## config.mk

```make
export PLATFORM = sky130hd
export DESIGN_NAME = mult_wb_sequencer
export DESIGN_NICKNAME = d
export VERILOG_FILES = /design/src/rtl/kgp_risc_pkg.sv /design/src/rtl/mult_shift_add.sv /design/src/rtl/mult_wb_sequencer.sv
export SDC_FILE = /design/constraint.sdc
export NUM_CORES = 1
export LEC_CHECK = 0
export CAP_MARGIN = 5
export CORE_MARGIN = 2
export CORE_UTILIZATION = 58
export DETAILED_ROUTE_END_ITERATION = 12
export GPL_TIMING_DRIVEN = 0
export HOLD_SLACK_MARGIN = 0.15
export PLACE_DENSITY = 0.87
export RECOVER_POWER = 100
export SKIP_LAST_GASP = 1
export SYNTH_ARGS = -nofsm -noshare
export SYNTH_HDL_FRONTEND = slang
export SYNTH_HIERARCHICAL = 1
export SYNTH_SLANG_ARGS = --single-unit
```

## constraint.sdc

```tcl
create_clock -name clk -period 7.7 [get_ports clk]
set_clock_uncertainty 0.05 [all_clocks]
set_input_delay 1.155 -clock clk [delete_from_list [all_inputs] [get_ports clk]]
set_output_delay 1.155 -clock clk [all_outputs]
set_load 0.1 [all_outputs]
```

## src/rtl/kgp_risc_pkg.sv

```systemverilog
// Shared constants, state encoding and helpers for the multiply writeback sequencer.
package kgp_risc_pkg;

    localparam int unsigned XLEN  = 32;
    localparam int unsigned ACC_W = 64;
    localparam int unsigned CNT_W = 6;

    localparam logic [3:0] ALU_NOP   = 4'b0000;
    localparam logic [3:0] ALU_MULTU = 4'b0001;
    localparam logic [3:0] ALU_MULT  = 4'b0010;

    localparam logic [4:0] HI_REG = 5'd20;
    localparam logic [4:0] LO_REG = 5'd19;

    typedef enum logic [2:0] {
        ST_IDLE   = 3'd0,
        ST_RUN    = 3'd1,
        ST_FIX    = 3'd2,
        ST_WRITE  = 3'd3,
        ST_REPLAY = 3'd4
    } mult_state_e;

    function automatic logic is_mult_code(input logic [3:0] code);
        return (code == ALU_MULTU) || (code == ALU_MULT);
    endfunction

    // 0x80000000 maps onto itself, which is the correct unsigned magnitude.
    function automatic logic [XLEN-1:0] abs32(input logic [XLEN-1:0] x);
        return x[XLEN-1] ? (~x + XLEN'(1)) : x;
    endfunction

endpackage

```

## src/rtl/mult_shift_add.sv

```systemverilog
// Radix-2 shift-add 32x32 multiplier datapath: accumulator, shift registers, counter, sign fix.
// MULT_EARLY_TERM_EN: also flag the last iteration once the remaining multiplier is zero.
module mult_shift_add
    import kgp_risc_pkg::*;
(
    input  logic             clk,
    input  logic             rst,
    input  logic             i_load,
    input  logic             i_step,
    input  logic             i_fix,
    input  logic             i_signed,
    input  logic [XLEN-1:0]  i_op_a,
    input  logic [XLEN-1:0]  i_op_b,
    output logic [ACC_W-1:0] o_acc,
    output logic             o_last_c
);

    logic [ACC_W-1:0] r_mcand;
    logic [XLEN-1:0]  r_mplier;
    logic [ACC_W-1:0] r_acc;
    logic [CNT_W-1:0] r_count;
    logic             r_neg;

    always_ff @(posedge clk or posedge rst) begin
        if (rst) begin
            r_mcand  <= '0;
            r_mplier <= '0;
            r_acc    <= '0;
            r_count  <= '0;
            r_neg    <= 1'b0;
        end else if (i_load) begin
            r_mcand  <= ACC_W'(i_signed ? abs32(i_op_a) : i_op_a);
            r_mplier <= i_signed ? abs32(i_op_b) : i_op_b;
            r_acc    <= '0;
            r_count  <= '0;
            r_neg    <= i_signed & (i_op_a[XLEN-1] ^ i_op_b[XLEN-1]);
        end else if (i_step) begin
            if (r_mplier[0]) begin
                r_acc <= r_acc + r_mcand;
            end
            r_mcand  <= r_mcand << 1;
            r_mplier <= r_mplier >> 1;
            r_count  <= r_count + CNT_W'(1);
        end else if (i_fix && r_neg) begin
            r_acc <= ~r_acc + ACC_W'(1);
        end
    end

    // Current iteration is the last one: counter reaches 32 after it (or nothing left to add).
`ifdef MULT_EARLY_TERM_EN
    assign o_last_c = (r_count == CNT_W'(XLEN - 1)) || (r_mplier[XLEN-1:1] == '0);
`else
    assign o_last_c = (r_count == CNT_W'(XLEN - 1));
`endif

    assign o_acc = r_acc;

endmodule

```

## src/rtl/mult_wb_sequencer.sv

```systemverilog
// Register-file write-port sequencer: multi-cycle multiply, product write to r19/r20, ALU replay.
// MULT_EARLY_TERM_EN (optional) shortens RUN once the multiplier is exhausted.
module mult_wb_sequencer
    import kgp_risc_pkg::*;
(
    input  logic            clk,
    input  logic            rst,
    input  logic            start,
    input  logic [3:0]      alu_control_in,
    input  logic [XLEN-1:0] op_a,
    input  logic [XLEN-1:0] op_b,
    input  logic            alu_wren,
    input  logic [4:0]      alu_waddr,
    input  logic [XLEN-1:0] alu_wdata,
    output logic            stall,
    output logic            busy,
    output logic            done,
    output logic            wren,
    output logic [4:0]      waddr,
    output logic [XLEN-1:0] wdata0,
    output logic [XLEN-1:0] wdata1,
    output logic [3:0]      alu_control
);

    mult_state_e      r_state;
    mult_state_e      w_state_next;
    logic [3:0]       r_code;
    logic [4:0]       r_rp_addr;
    logic [XLEN-1:0]  r_rp_data;

    logic             w_start;
    logic             w_alu_wren;
    logic [4:0]       w_alu_waddr;
    logic [XLEN-1:0]  w_alu_wdata;
    logic             w_issue;
    logic             w_load;
    logic             w_step;
    logic             w_fix;
    logic             w_capture;
    logic             w_last;
    logic [ACC_W-1:0] w_acc;

    // Reset masks the request inputs so every output reads zero while rst is high.
    assign w_start     = start & ~rst;
    assign w_alu_wren  = alu_wren & ~rst;
    assign w_alu_waddr = rst ? 5'd0 : alu_waddr;
    assign w_alu_wdata = rst ? '0 : alu_wdata;
    assign w_issue     = (r_state == ST_IDLE) && w_start && is_mult_code(alu_control_in);

    mult_shift_add u_mult (
        .clk      (clk),
        .rst      (rst),
        .i_load   (w_load),
        .i_step   (w_step),
        .i_fix    (w_fix),
        .i_signed (alu_control_in == ALU_MULT),
        .i_op_a   (op_a),
        .i_op_b   (op_b),
        .o_acc    (w_acc),
        .o_last_c (w_last)
    );

    always_ff @(posedge clk or posedge rst) begin
        if (rst) begin
            r_state   <= ST_IDLE;
            r_code    <= ALU_NOP;
            r_rp_addr <= '0;
            r_rp_data <= '0;
        end else begin
            r_state <= w_state_next;
            if (w_issue) begin
                r_code <= alu_control_in;
            end
            if (w_capture) begin
                r_rp_addr <= w_alu_waddr;
                r_rp_data <= w_alu_wdata;
            end
        end
    end

    always_comb begin
        w_state_next = r_state;
        w_load       = 1'b0;
        w_step       = 1'b0;
        w_fix        = 1'b0;
        w_capture    = 1'b0;
        done         = 1'b0;
        wren         = 1'b0;
        waddr        = 5'd0;
        wdata0       = '0;
        wdata1       = '0;
        alu_control  = ALU_NOP;

        case (r_state)
            ST_IDLE: begin
                wren   = w_alu_wren;
                waddr  = w_alu_waddr;
                wdata0 = w_alu_wdata;
                if (w_issue) begin
                    w_load       = 1'b1;
                    w_state_next = ST_RUN;
                end
            end
            ST_RUN: begin
                w_step = 1'b1;
                if (w_last) begin
                    w_state_next = ST_FIX;
                end
            end
            ST_FIX: begin
                w_fix        = 1'b1;
                w_state_next = ST_WRITE;
            end
            ST_WRITE: begin
                wren         = 1'b1;
                waddr        = LO_REG;
                wdata0       = w_acc[XLEN-1:0];
                wdata1       = w_acc[ACC_W-1:XLEN];
                alu_control  = r_code;
                done         = 1'b1;
                w_capture    = w_alu_wren;
                w_state_next = w_alu_wren ? ST_REPLAY : ST_IDLE;
            end
            ST_REPLAY: begin
                wren         = 1'b1;
                waddr        = r_rp_addr;
                wdata0       = r_rp_data;
                w_state_next = ST_IDLE;
            end
            default: begin
                w_state_next = ST_IDLE;
            end
        endcase

        busy  = (r_state == ST_RUN) || (r_state == ST_FIX) || (r_state == ST_WRITE);
        stall = w_issue || busy || (r_state == ST_REPLAY);
    end

endmodule

```

## Word level (Yosys, flattened, before mapping)

Cells that the tools add are included.

- Register bits: 211
- Bits in latches: 0
- Bits in writable memories: 0
- ROM bits: 0
- Input port bits: 109
- Output and inout port bits: 77
- Logic and storage cells: 77
- Memories: 0

- Add/sub/neg operators: 5
- $mul: 0
- Divide/modulo/power cells: 0
- $lt $le $gt $ge: 0
- Equality and inequality tests: 10
- Shift operators: 0
- Muxes and demuxes: 31
- Bitwise gates (word level): 8
- Reduce and logical (&&, ||, !) cells: 14

Operator list:

| cell | number |
|---|---|
| two-way mux 64 bit | 6 |
| two-way mux 32 bit | 8 |
| one-hot mux 32 bit (3 select lines) | 1 |
| adder 32 x 1 -> 32 bit (second input constant) | 2 |
| adder 64 x 1 -> 64 bit (second input constant) | 1 |
| adder 64 bit | 1 |
| inverter 32 bit | 2 |
| inverter 64 bit | 1 |
| one-hot mux 5 bit (3 select lines) | 1 |
| two-way mux 6 bit | 2 |
| one-hot mux 3 bit (4 select lines) | 1 |
| two-way mux 3 bit | 3 |
| adder 6 x 1 -> 6 bit (second input constant) | 1 |
| equality test 3 x 2 -> 1 bit (second input constant) | 2 |
| equality test 6 x 5 -> 1 bit (second input constant) | 1 |
| two-way mux 1 bit | 6 |
| logical OR 1 bit | 5 |
| two-way mux 5 bit | 1 |
| equality test 4 x 1 -> 1 bit (second input constant) | 1 |
| equality test 4 x 2 -> 1 bit (second input constant) | 1 |
| two-way mux 4 bit | 1 |
| AND reduction 2 bit | 2 |
| bitwise AND 1 bit | 3 |
| equality test 3 x 1 -> 1 bit (second input constant) | 1 |
| 12 further kinds | 14 |

## Longest topological paths before layout

Gate-level depths: netlist of run 1.

- Word-level depth: 8
- Mapped depth: 13
- Gate-level depth less buffers: 13

## By module

The synthesis of run 1 kept the hierarchy.

Modules (own cells, without submodules):

| module | times used | cells each | area each (um2) | seq. area each (um2) |
|---|---|---|---|---|
| mult_shift_add | 1 | 1673 | 13524.2 | 4179.0 |
| mult_wb_sequencer | 1 | 277 | 2737.6 | 1101.1 |

## Least setup slack after synthesis of run 1

OpenSTA, ideal clock, no wires.

- Path kind: register to output
- Start: register r_state[2]
- End: output wdata0[0]
- Data arrival time: 2617 ps
- Data required time: 6495 ps
- Setup slack: 3878 ps
- Cell stages (with the launch flop): 6
- Buffers on the path: 2
- Path through: dfrtp_1 -> and3b_1 -> buf_4 -> clkbuf_1 -> a32oi_1 -> nand2_1

- Longest elaborated chain between the ends: 2
- Elaborated cells between the ends (all ways): 4

RTL lines:

| element | line | source |
|---|---|---|
| start: declaration | mult_wb_sequencer.sv:25 | `mult_state_e r_state;` |
| start signal: assignment | mult_wb_sequencer.sv:70 | `r_state <= w_state_next;` |
| equality test 3 bit, or another cell as far along | mult_wb_sequencer.sv:94 | `case (r_state)` |
| one-hot mux 32 bit (3 select lines) (*) | mult_wb_sequencer.sv:94 |  |
| end: declaration | mult_wb_sequencer.sv:20 | `output logic [XLEN-1:0] wdata0,` |

Every way passes the cells marked *; elsewhere a longest branch is shown, timed or not.

## Worst setup path in the final report of run 1

- Start: input rst
- End: output wdata0[18]

- Longest elaborated chain between the ends: 2

RTL lines:

| element | line | source |
|---|---|---|
| start: declaration | mult_wb_sequencer.sv:7 | `input logic rst,` |
| two-way mux 32 bit | mult_wb_sequencer.sv:47 | `assign w_alu_wdata = rst ? '0 : alu_wdata;` |
| one-hot mux 32 bit (3 select lines) | mult_wb_sequencer.sv:94 |  |

Every way passes these cells.

==> impl_metrics.toml, run 1 <==
[run_status]
status = "complete, but fails checks"
failed_checks = "max-capacitance violations, max-slew violations"

[global_routing]
globalRouteOverflowTotal = 0
grt_start_max_net_pins = 90
grt_util_overall = 0.368
number_of_antenna_violations_at_the_first_check_in_global_routing = 0
vias_in_the_first_global_route = 15747
global_route_wire_length_before_repair_um = 85100

[place]
detailed_place.area_mm2 = 0.0186
placement.io_buffers = 185
gpl.final_weighted_congestion = 1.00
dp_hpwl_um = 41100

[clock_tree]
cts_root_buf = "sky130_fd_sc_hd__clkbuf_16"
clock_sinks = 211
postCtsResizedCells = 0
cts_made_buffers = 24
cts_buffer_depth = 3
latest_clock_arrival_within_the_worst_skew_pair_ps = 530
post-cts-setup-buffers = 0
worst_setup_hold_path_clk_slew_ps = 60
htree_levels = 1
cts_hold_buf = 0
cts_tree = "done"

[synth]
synthArstFlopShare = 1.00
ys.flop_type = "sky130_fd_sc_hd__dfrtp_1"
synthDominantAreaCellType = "sky130_fd_sc_hd__dfrtp_1"
synth_cells = 1950
synth_area_mm2 = 0.0163
postSynthRegisterBits = 211
post_synth_num_cell_types = 84
synth-edff-count = 0
synth_top_cell_area_share = 0.325
seq_area_frac_synth = 0.325
synth-warning-count = 6
synth_top_cells_by_area = "sky130_fd_sc_hd__dfrtp_1 (32%), sky130_fd_sc_hd__mux2i_1 (5.7%), sky130_fd_sc_hd__nand2_1 (5.7%), sky130_fd_sc_hd__o21ai_0 (5.3%), sky130_fd_sc_hd__ha_1 (5.2%)"
syn-num-nets = 2127
syn_avg_cell_area_um2 = 8.34

[power]
power.ir.vdd_worst_uv = 245
power_per_cell_area_mw_per_mm2 = 433
p_leak_uw = 0.00856
totalPowerFinal_uw = 8360

[route]
routed_wl_um = 54800
drt_iter0_markers = 1922
via_count = 16579
ant_nets = 0
viasPerCell = 6.48
drt_drc_violations_left = 0
drt_pre_antenna_iters = 6
drt-wirelength-per-cell_um = 21.4

[timing]
hold_ws_ps = 438
final-hold-violation-count = 0
layout_min_cycle_time_ps = 6020
slew_headroom = -1.57
min_period_over_period = 0.781
grt_setup_unrepaired = "no"
setup_viol = 0
worst-slew-pin-transition_ps = 3840
report.final.slew_viol_count = 90
max_freq_mhz = 166

[layout]
multi_input_comb_area_mm2 = 0.0103
drive_gt1_frac = 0.0477
fillers = 2220
final_cell_area_mm2 = 0.0193
finish.utilization = 0.697
n_antenna_cell = 0
finalNetCount = 2340
area_growth_pct = 18.8
seqCellArea_mm2 = 0.00528

[floorplanning]
die_w_um = 171
starting_density_of_the_core = 0.587
die_height_um = 171
placementRows = 61
die-area_mm2 = 0.0294
io_pins = 186
core_area_mm2 = 0.0277

[critical_path]
cp_data_required_time_ps = 6490
cp_slowest_cell = "sky130_fd_sc_hd__dlygate4sd3_1"
timing.critical_path.from_type = "input pin"
endpoint_kind = "primary output"
worstPathCellList = "dlygate4sd3_1 > nor4_1 > clkbuf_1 > nand2_1 > nand2_1 > dlygate4sd3_1"
timing.reg2reg.setup_slack_ps = 2490
crit_path_max_incr_delay_ps = 1230
criticalPathCategory = "input pin to primary output"
timing.critical_path.fanout_max = 10
worst_r2r_path_depth = 12
worst_ep_arrival_ps = 4810

[flow_run]
maxCapViolCount = 2

[min_path]
hold_path_class = "flop to flop"
worst_hold_path_cell_count = 1
==> critical path, delay by kind of cell <==
| family | cells | cell delay (ps) |
|---|---|---|
| and+or+nand+nor | 3 | 1310 |
| buffers and inverters | 3 | 2340 |
==> layer usage <==
layer  track usage  up-vias  wire (um)
met5             0        -          0
met4         0.128        0       1990
met3        0.0617      166       6020
met2         0.593     1021      24500
met1         0.503     7859      22300
li1              -     7533          -
==> logic make-up (layout without fill, tap and decap cells) <==
group | Yosys count | count (layout) | synth area share
and+or+nand+nor | 684 | 684 | 0.206
AOI/OAI and AO/OA | 570 | 570 | 0.220
DFF | 211 | 211 | 0.325
buffers and inverters | 156 | 387 | 0.0395
xor gates and xnor gates | 131 | 131 | 0.0706
muxes | 130 | 130 | 0.0873
adders and majority gates | 68 | 68 | 0.0528
==> cell usage in the layout (no fill, tap or decap), types with 20 or more instances in the layout <==
cell type / count
sky130_fd_sc_hd__nand2_1: 245
sky130_fd_sc_hd__dfrtp_1: 211
sky130_fd_sc_hd__o21ai_0: 178
sky130_fd_sc_hd__nor2_1: 151
sky130_fd_sc_hd__a21oi_1: 141
sky130_fd_sc_hd__clkdlybuf4s50_1: 107
sky130_fd_sc_hd__clkbuf_1: 100
sky130_fd_sc_hd__mux2i_1: 93
sky130_fd_sc_hd__dlygate4sd3_1: 79
sky130_fd_sc_hd__xnor2_1: 70
sky130_fd_sc_hd__ha_1: 67
sky130_fd_sc_hd__xor2_1: 61
sky130_fd_sc_hd__nor3_1: 56
sky130_fd_sc_hd__and2_1: 45
sky130_fd_sc_hd__a21o_1: 41
sky130_fd_sc_hd__inv_1: 38
sky130_fd_sc_hd__a32oi_1: 34
sky130_fd_sc_hd__nand4_1: 25
sky130_fd_sc_hd__clkbuf_16: 25
sky130_fd_sc_hd__nand3_1: 25
sky130_fd_sc_hd__or3_1: 24
sky130_fd_sc_hd__nor4_1: 20
==> final timing paths <==
path	start	endpoint
worst max register to register	r_state[0]	u_mult/o_acc[52]
worst min-delay path	r_code[3]	r_code[3]
max in group asynchronous	rst	u_mult/r_mcand[59]
min in group asynchronous	rst	r_rp_data[27]
worst min register to register	r_code[3]	r_code[3]
worst max-delay path	rst	wdata0[18]
==> power breakdown <==
| part | internal [uW] | switching, uW | total, uW |
|---|---|---|---|
| clock | 708 | 486 | 1190 |
| combinational | 1800 | 3160 | 4960 |
| sequential | 1580 | 633 | 2210 |
| total | 4080 | 4280 | 8360 |
==> layout make-up <==
class | count | area share
clock inverter | 10 | 0.00557
clock buffer | 34 | 0.0367
tap | 378 | 0.0245
inverter | 39 | 0.00764
multi-input combinational | 1583 | 0.531
sequential | 211 | 0.273
timing repair buffer | 187 | 0.0975
buffer | 117 | 0.0240
==> state kept, by name, summed over array words and instances (netlist names) <==
register,cells
r_state,3
u_mult/r_mplier,32
r_rp_data,32
u_mult/r_mcand,64
u_mult/o_acc,64
r_rp_addr,5
u_mult/r_neg,1
u_mult/r_count,6
r_code,4
==> synth_stat cells (19+ instances only) <==
library cell and n:
sky130_fd_sc_hd__xor2_1 61, sky130_fd_sc_hd__ha_1 67, sky130_fd_sc_hd__buf_1 22, sky130_fd_sc_hd__nand3_1 25, sky130_fd_sc_hd__clkbuf_1 80, sky130_fd_sc_hd__xnor2_1 70, sky130_fd_sc_hd__a32oi_1 34, sky130_fd_sc_hd__a21oi_1 141
sky130_fd_sc_hd__or3_1 24, sky130_fd_sc_hd__mux2_4 19, sky130_fd_sc_hd__nand2_1 245, sky130_fd_sc_hd__o21ai_0 172, sky130_fd_sc_hd__and2_1 47, sky130_fd_sc_hd__nand4_1 25, sky130_fd_sc_hd__nor4_1 19, sky130_fd_sc_hd__a21o_1 41
sky130_fd_sc_hd__nor2_1 151, sky130_fd_sc_hd__nor3_1 56, sky130_fd_sc_hd__dfrtp_1 211, sky130_fd_sc_hd__inv_1 39, sky130_fd_sc_hd__mux2i_1 93
==> stage by stage <==
stage | std cells | TNS, ps | setup slack, ps
final | 2559 | 0 | 1680
after global routing | 2559 | 0 | 1630
after CTS | 2559 | 0 | 2430
after detailed placement | 2515 | 0 | 2490
after global placement | 2513 | -89250 | -545
after floorplan | 1950 | 0 | 1980
Power figures use the tool's default switching activity.
==> run 2: changes to the inputs <==
==> constraint.sdc (replaced) <==
create_clock -name clk -period 6.2 [get_ports clk]
set_clock_uncertainty 0.05 [all_clocks]
set_input_delay 0.93 -clock clk [delete_from_list [all_inputs] [get_ports clk]]
set_output_delay 0.93 -clock clk [all_outputs]
set_load 0.1 [all_outputs]
==> impl_metrics.toml, run 2 (synthesis results as in run 1) <==
[run_status]
status = "complete, but fails checks"
failed_checks = "max-capacitance violations, max-slew violations"

[floorplanning]
starting_density_of_the_core = 0.587
die_height_um = 171
io_pins = 186
die_w_um = 171
core_area_mm2 = 0.0277
placementRows = 61
die-area_mm2 = 0.0294

[min_path]
hold_path_class = "flop to flop"
worst_hold_path_cell_count = 1
hold_end = "r_code[3]"
min-delay-start = "r_code[3]"

[layout]
final_common_cell = "sky130_fd_sc_hd__nand2_1"
fillers = 2219
layout.cells.non_filler = 2559
finalNetCount = 2340
layout.cells.most_common_list = "sky130_fd_sc_hd__nand2_1 (245), sky130_fd_sc_hd__dfrtp_1 (211), sky130_fd_sc_hd__o21ai_0 (178), sky130_fd_sc_hd__nor2_1 (151), sky130_fd_sc_hd__a21oi_1 (141)"
final_cell_area_mm2 = 0.0193
area_growth_pct = 18.8
n_antenna_cell = 0
drive_gt1_frac = 0.0472

[global_routing]
number_of_antenna_violations_at_the_first_check_in_global_routing = 0
grt_util_overall = 0.368
vias_in_the_first_global_route = 15747
grt_start_max_net_pins = 90
global_route_wire_length_before_repair_um = 85100
globalRouteOverflowTotal = 0

[route]
drt_drc_violations_left = 0
routed_wl_um = 54900
viasPerCell = 6.48
drt-wirelength-per-cell_um = 21.4
ant_nets = 0
drt_pre_antenna_iters = 6
via_count = 16579
drt_iter0_markers = 2038

[place]
detailed_place.area_mm2 = 0.0186
placement.io_buffers = 185
dp_hpwl_um = 41100
gpl.final_weighted_congestion = 1.00
dp_cells = 2515

[critical_path]
criticalPathCategory = "input pin to primary output"
cp_data_required_time_ps = 5220
endpoint_kind = "primary output"
regToRegStartpoint = "r_state[0]"
timing.critical_path.from_type = "input pin"
timing.critical_path.fanout_max = 10
worst_ep_arrival_ps = 4480
critical_path.reg2reg.endpoint = "u_mult/o_acc[33]"
worst_r2r_path_depth = 10
timing.reg2reg.setup_slack_ps = 1200

[power]
p_leak_uw = 0.00855
power.ir.vdd_worst_uv = 303
power_per_cell_area_mw_per_mm2 = 538

[clock_tree]
clock_sinks = 211
cts_root_buf = "sky130_fd_sc_hd__clkbuf_16"
cts_made_buffers = 24
worst_setup_hold_path_clk_slew_ps = 60
cts_hold_buf = 0
postCtsResizedCells = 0
cts_tree = "done"
latest_clock_arrival_within_the_worst_skew_pair_ps = 530
htree_levels = 1
post-cts-setup-buffers = 0
cts_buffer_depth = 3

[timing]
setup_viol = 0
final-hold-violation-count = 0
layout_min_cycle_time_ps = 5460
slew_headroom = -1.57
report.final.slew_viol_count = 79
hold_ws_ps = 437
min_period_over_period = 0.881
grt_setup_unrepaired = "no"
worst-slew-pin-transition_ps = 3840
max_freq_mhz = 183

[flow_run]
maxCapViolCount = 1
run 2: cell types whose count changed in the layout (fill, tap and decap cells not counted):
cell	before	now
sky130_fd_sc_hd__clkdlybuf4s50_1	107	108
sky130_fd_sc_hd__clkbuf_1	100	101
sky130_fd_sc_hd__dlygate4sd3_1	79	78
sky130_fd_sc_hd__buf_2	4	3
run 2: critical path, stage by stage:
cell                              delay (ps)
sky130_fd_sc_hd__dlygate4sd3_1           620
sky130_fd_sc_hd__nor4_1                  950
sky130_fd_sc_hd__clkbuf_1                490
sky130_fd_sc_hd__nand2_1                 160
sky130_fd_sc_hd__nand2_1                 160
sky130_fd_sc_hd__clkdlybuf4s50_1        1170
run 2: metal layers:
layer | vias to the layer above | track usage | part of all wire | wire [um]
met5 | - | 0 | 0 | 0
met4 | 0 | 0.128 | 0.035 | 1930
met3 | 147 | 0.0617 | 0.11 | 5830
met2 | 1021 | 0.593 | 0.45 | 24600
met1 | 7882 | 0.503 | 0.41 | 22500
li1 | 7529 | - | - | -
run 2: how the worst max path moves through the flow:
stage | start | endpoint | slack (ps) | depth (start not counted)
2_1_floorplan | rst | u_mult/o_acc[0] | 700 | 1
3_3_place_gp | rst | u_mult/r_mplier[19] | -1820 | 2
3_5_place_dp | rst | u_mult/o_acc[33] | 1210 | 10
4_1_cts | rst | wdata0[18] | 1380 | 6
5_1_grt | rst | wdata0[18] | 640 | 6
6_report | rst | wdata0[18] | 740 | 6
run 2: layout make-up:
cell class	count	area [um2]	area share
multi-input cells	1583	10300	0.531
flip-flops and latches	211	5280	0.273
repair buffers	187	1880	0.0975
clock buffers	34	709	0.0367
well taps	378	473	0.0245
plain buffers	117	462	0.0239
inverters	39	148	0.00764
clock inverters	10	108	0.00557
run 2: stage by stage:
stage | setup TNS (ps) | total power [uW] | util | worst slack (ps)
detailed placement | 0 | 8760 | 0.673 | 1210
floorplan | 0 | 7010 | - | 702
CTS | 0 | 10300 | 0.702 | 1380
global placement | -302170 | 8600 | 0.671 | -1820
global route | 0 | 11000 | 0.697 | 644
finish | 0 | 10400 | 0.697 | 736
run 2: report_power, final:
group | leakage [uW] | switching [uW] | total [uW] | internal, uW
registers | 0.00268 | 791 | 2750 | 1960
logic | 0.00547 | 3920 | 6150 | 2230
clock network | 0.000397 | 605 | 1480 | 879
==> run 3: changes to the inputs <==
--- a/config.mk
+++ b/config.mk
@@ -7,12 +7,13 @@
 export LEC_CHECK = 0
 export CAP_MARGIN = 5
 export CORE_MARGIN = 2
-export CORE_UTILIZATION = 58
+export CORE_UTILIZATION = 25
 export DETAILED_ROUTE_END_ITERATION = 12
 export GPL_TIMING_DRIVEN = 0
 export HOLD_SLACK_MARGIN = 0.15
-export PLACE_DENSITY = 0.87
+export PLACE_DENSITY = 0.47
 export RECOVER_POWER = 100
+export SETUP_SLACK_MARGIN = 0.1
 export SKIP_LAST_GASP = 1
 export SYNTH_ARGS = -nofsm -noshare
 export SYNTH_HDL_FRONTEND = slang
==> constraint.sdc (replaced) <==
create_clock -name clk -period 6.35 [get_ports clk]
set_clock_uncertainty 0.05 [all_clocks]
set_input_delay 0.9525 -clock clk [delete_from_list [all_inputs] [get_ports clk]]
set_output_delay 0.9525 -clock clk [all_outputs]
set_load 0.1 [all_outputs]
==> impl_metrics.toml, run 3 (synthesis results as in run 1) <==
[layout]
layout.cells.most_common_list = "sky130_fd_sc_hd__nand2_1 (245), sky130_fd_sc_hd__dfrtp_1 (211), sky130_fd_sc_hd__o21ai_0 (177), sky130_fd_sc_hd__nor2_1 (151), sky130_fd_sc_hd__a21oi_1 (141)"
final_common_cell = "sky130_fd_sc_hd__nand2_1"
area_growth_pct = 23.7
finalNetCount = 2344
drive_gt1_frac = 0.0503

[flow_run]
maxCapViolCount = 3

[clock_tree]
cts_buffer_depth = 3
cts_tree = "done"
cts_root_buf = "sky130_fd_sc_hd__clkbuf_16"
post-cts-setup-buffers = 0
latest_clock_arrival_within_the_worst_skew_pair_ps = 570
postCtsResizedCells = 0
cts_hold_buf = 0
htree_levels = 1
worst_setup_hold_path_clk_slew_ps = 60
clock_sinks = 211
cts_made_buffers = 28

[global_routing]
grt_util_overall = 0.183
globalRouteOverflowTotal = 0
vias_in_the_first_global_route = 15519
number_of_antenna_violations_at_the_first_check_in_global_routing = 7
global_route_wire_length_before_repair_um = 95400
grt_start_max_net_pins = 109

[timing]
setup_viol = 0
final-hold-violation-count = 0
max_freq_mhz = 195
worst-slew-pin-transition_ps = 3090
min_period_over_period = 0.809
slew_headroom = -1.07
report.final.slew_viol_count = 103
aggregate_negative_setup_slack_ps = 0
layout_min_cycle_time_ps = 5130
final.setup.worst_slack_ps = 1220
grt_setup_unrepaired = "no"

[route]
drt_iter0_markers = 1219
drt-wirelength-per-cell_um = 20.6
viasPerCell = 5.10
drt_pre_antenna_iters = 6
drt_drc_violations_left = 0
routed_wl_um = 62800
via_count = 15548
ant_nets = 0

[floorplanning]
die_height_um = 259
die_w_um = 259
die-area_mm2 = 0.0671
io_pins = 186
core_area_mm2 = 0.0643
placementRows = 93
starting_density_of_the_core = 0.253

[critical_path]
worst_r2r_path_depth = 10
endpoint_kind = "flop"
timing.reg2reg.setup_slack_ps = 1220
cp_data_required_time_ps = 6780
worst_ep_arrival_ps = 5560
regToRegStartpoint = "r_state[2]"
critical_path.reg2reg.endpoint = "u_mult/o_acc[52]"
critPathLaunch = "r_state[2]"
timing.critical_path.from_type = "flop"
timing.critical_path.fanout_max = 10
criticalPathCategory = "flop to flop"

[min_path]
hold_end = "r_code[2]"
hold_path_class = "flop to flop"
min-delay-start = "r_code[2]"
worst_hold_path_cell_count = 1

[place]
dp_hpwl_um = 48700
preCtsSetupSlack_ps = 954
placement.io_buffers = 185
gpl.final_weighted_congestion = 0.907

[power]
power_per_cell_area_mw_per_mm2 = 520
power.ir.vdd_worst_uv = 210
p_leak_uw = 0.00864

[run_status]
failed_checks = "max-capacitance violations, max-slew violations"
status = "complete, but fails checks"
-- run 3: worst max-delay path, cell delays in order (launching register included) --
cell and delay (ps):
sky130_fd_sc_hd__dfrtp_1 450, sky130_fd_sc_hd__clkbuf_1 300, sky130_fd_sc_hd__nor3b_1 690, sky130_fd_sc_hd__nand2_1 140, sky130_fd_sc_hd__o21ai_0 1480, sky130_fd_sc_hd__nand2b_1 730, sky130_fd_sc_hd__nor2_1 720, sky130_fd_sc_hd__nand4_1 160
sky130_fd_sc_hd__o31ai_1 100, sky130_fd_sc_hd__a221oi_1 70, sky130_fd_sc_hd__o21ai_0 130
-- run 3: worst max path at each step --
stage / endpoint / slack, ps
floorplan: u_mult/o_acc[0] / 830
global placement: u_mult/r_mcand[55] / -2180
detailed placement: u_mult/o_acc[49] / 950
CTS: wdata0[20] / 1500
global route: u_mult/o_acc[52] / 1120
finish: u_mult/o_acc[52] / 1220
-- run 3: final cells by class --
type / instances / area (um2)
diodes: 3 / 7.51
clock buffers: 36 / 782
well taps: 855 / 1070
flip-flops and latches: 211 / 5280
multi-input cells: 1583 / 10300
inverters: 39 / 148
plain buffers: 117 / 459
fillers: 6808 / 44200
repair buffers: 187 / 1880
clock inverters: 16 / 221
-- run 3: metrics by stage --
stage,hold slack [ps],utilization,cells,area [um2],power [uW]
floorplan,394,-,1950,16300,6850
global placement,416,0.298,2990,19200,8760
detailed placement,416,0.299,2992,19200,8790
CTS,434,0.315,3044,20200,10600
global route,440,0.313,3046,20100,11200
finish,424,0.313,3047,20100,10500
-- run 3: routing by layer --
metal / share of wire / track usage
met4: 0.019 / 0.0416
met3: 0.059 / 0.0286
met5: 0.00076 / 0
met1: 0.46 / 0.252
met2: 0.46 / 0.301
-- run 3: power breakdown --
part | total (uW) | internal [uW] | switching, uW | leakage, uW
Sequential | 2680 | 1910 | 768 | 0.00268
Clock | 1730 | 1070 | 662 | 0.000479
Combinational | 6050 | 2180 | 3870 | 0.00547
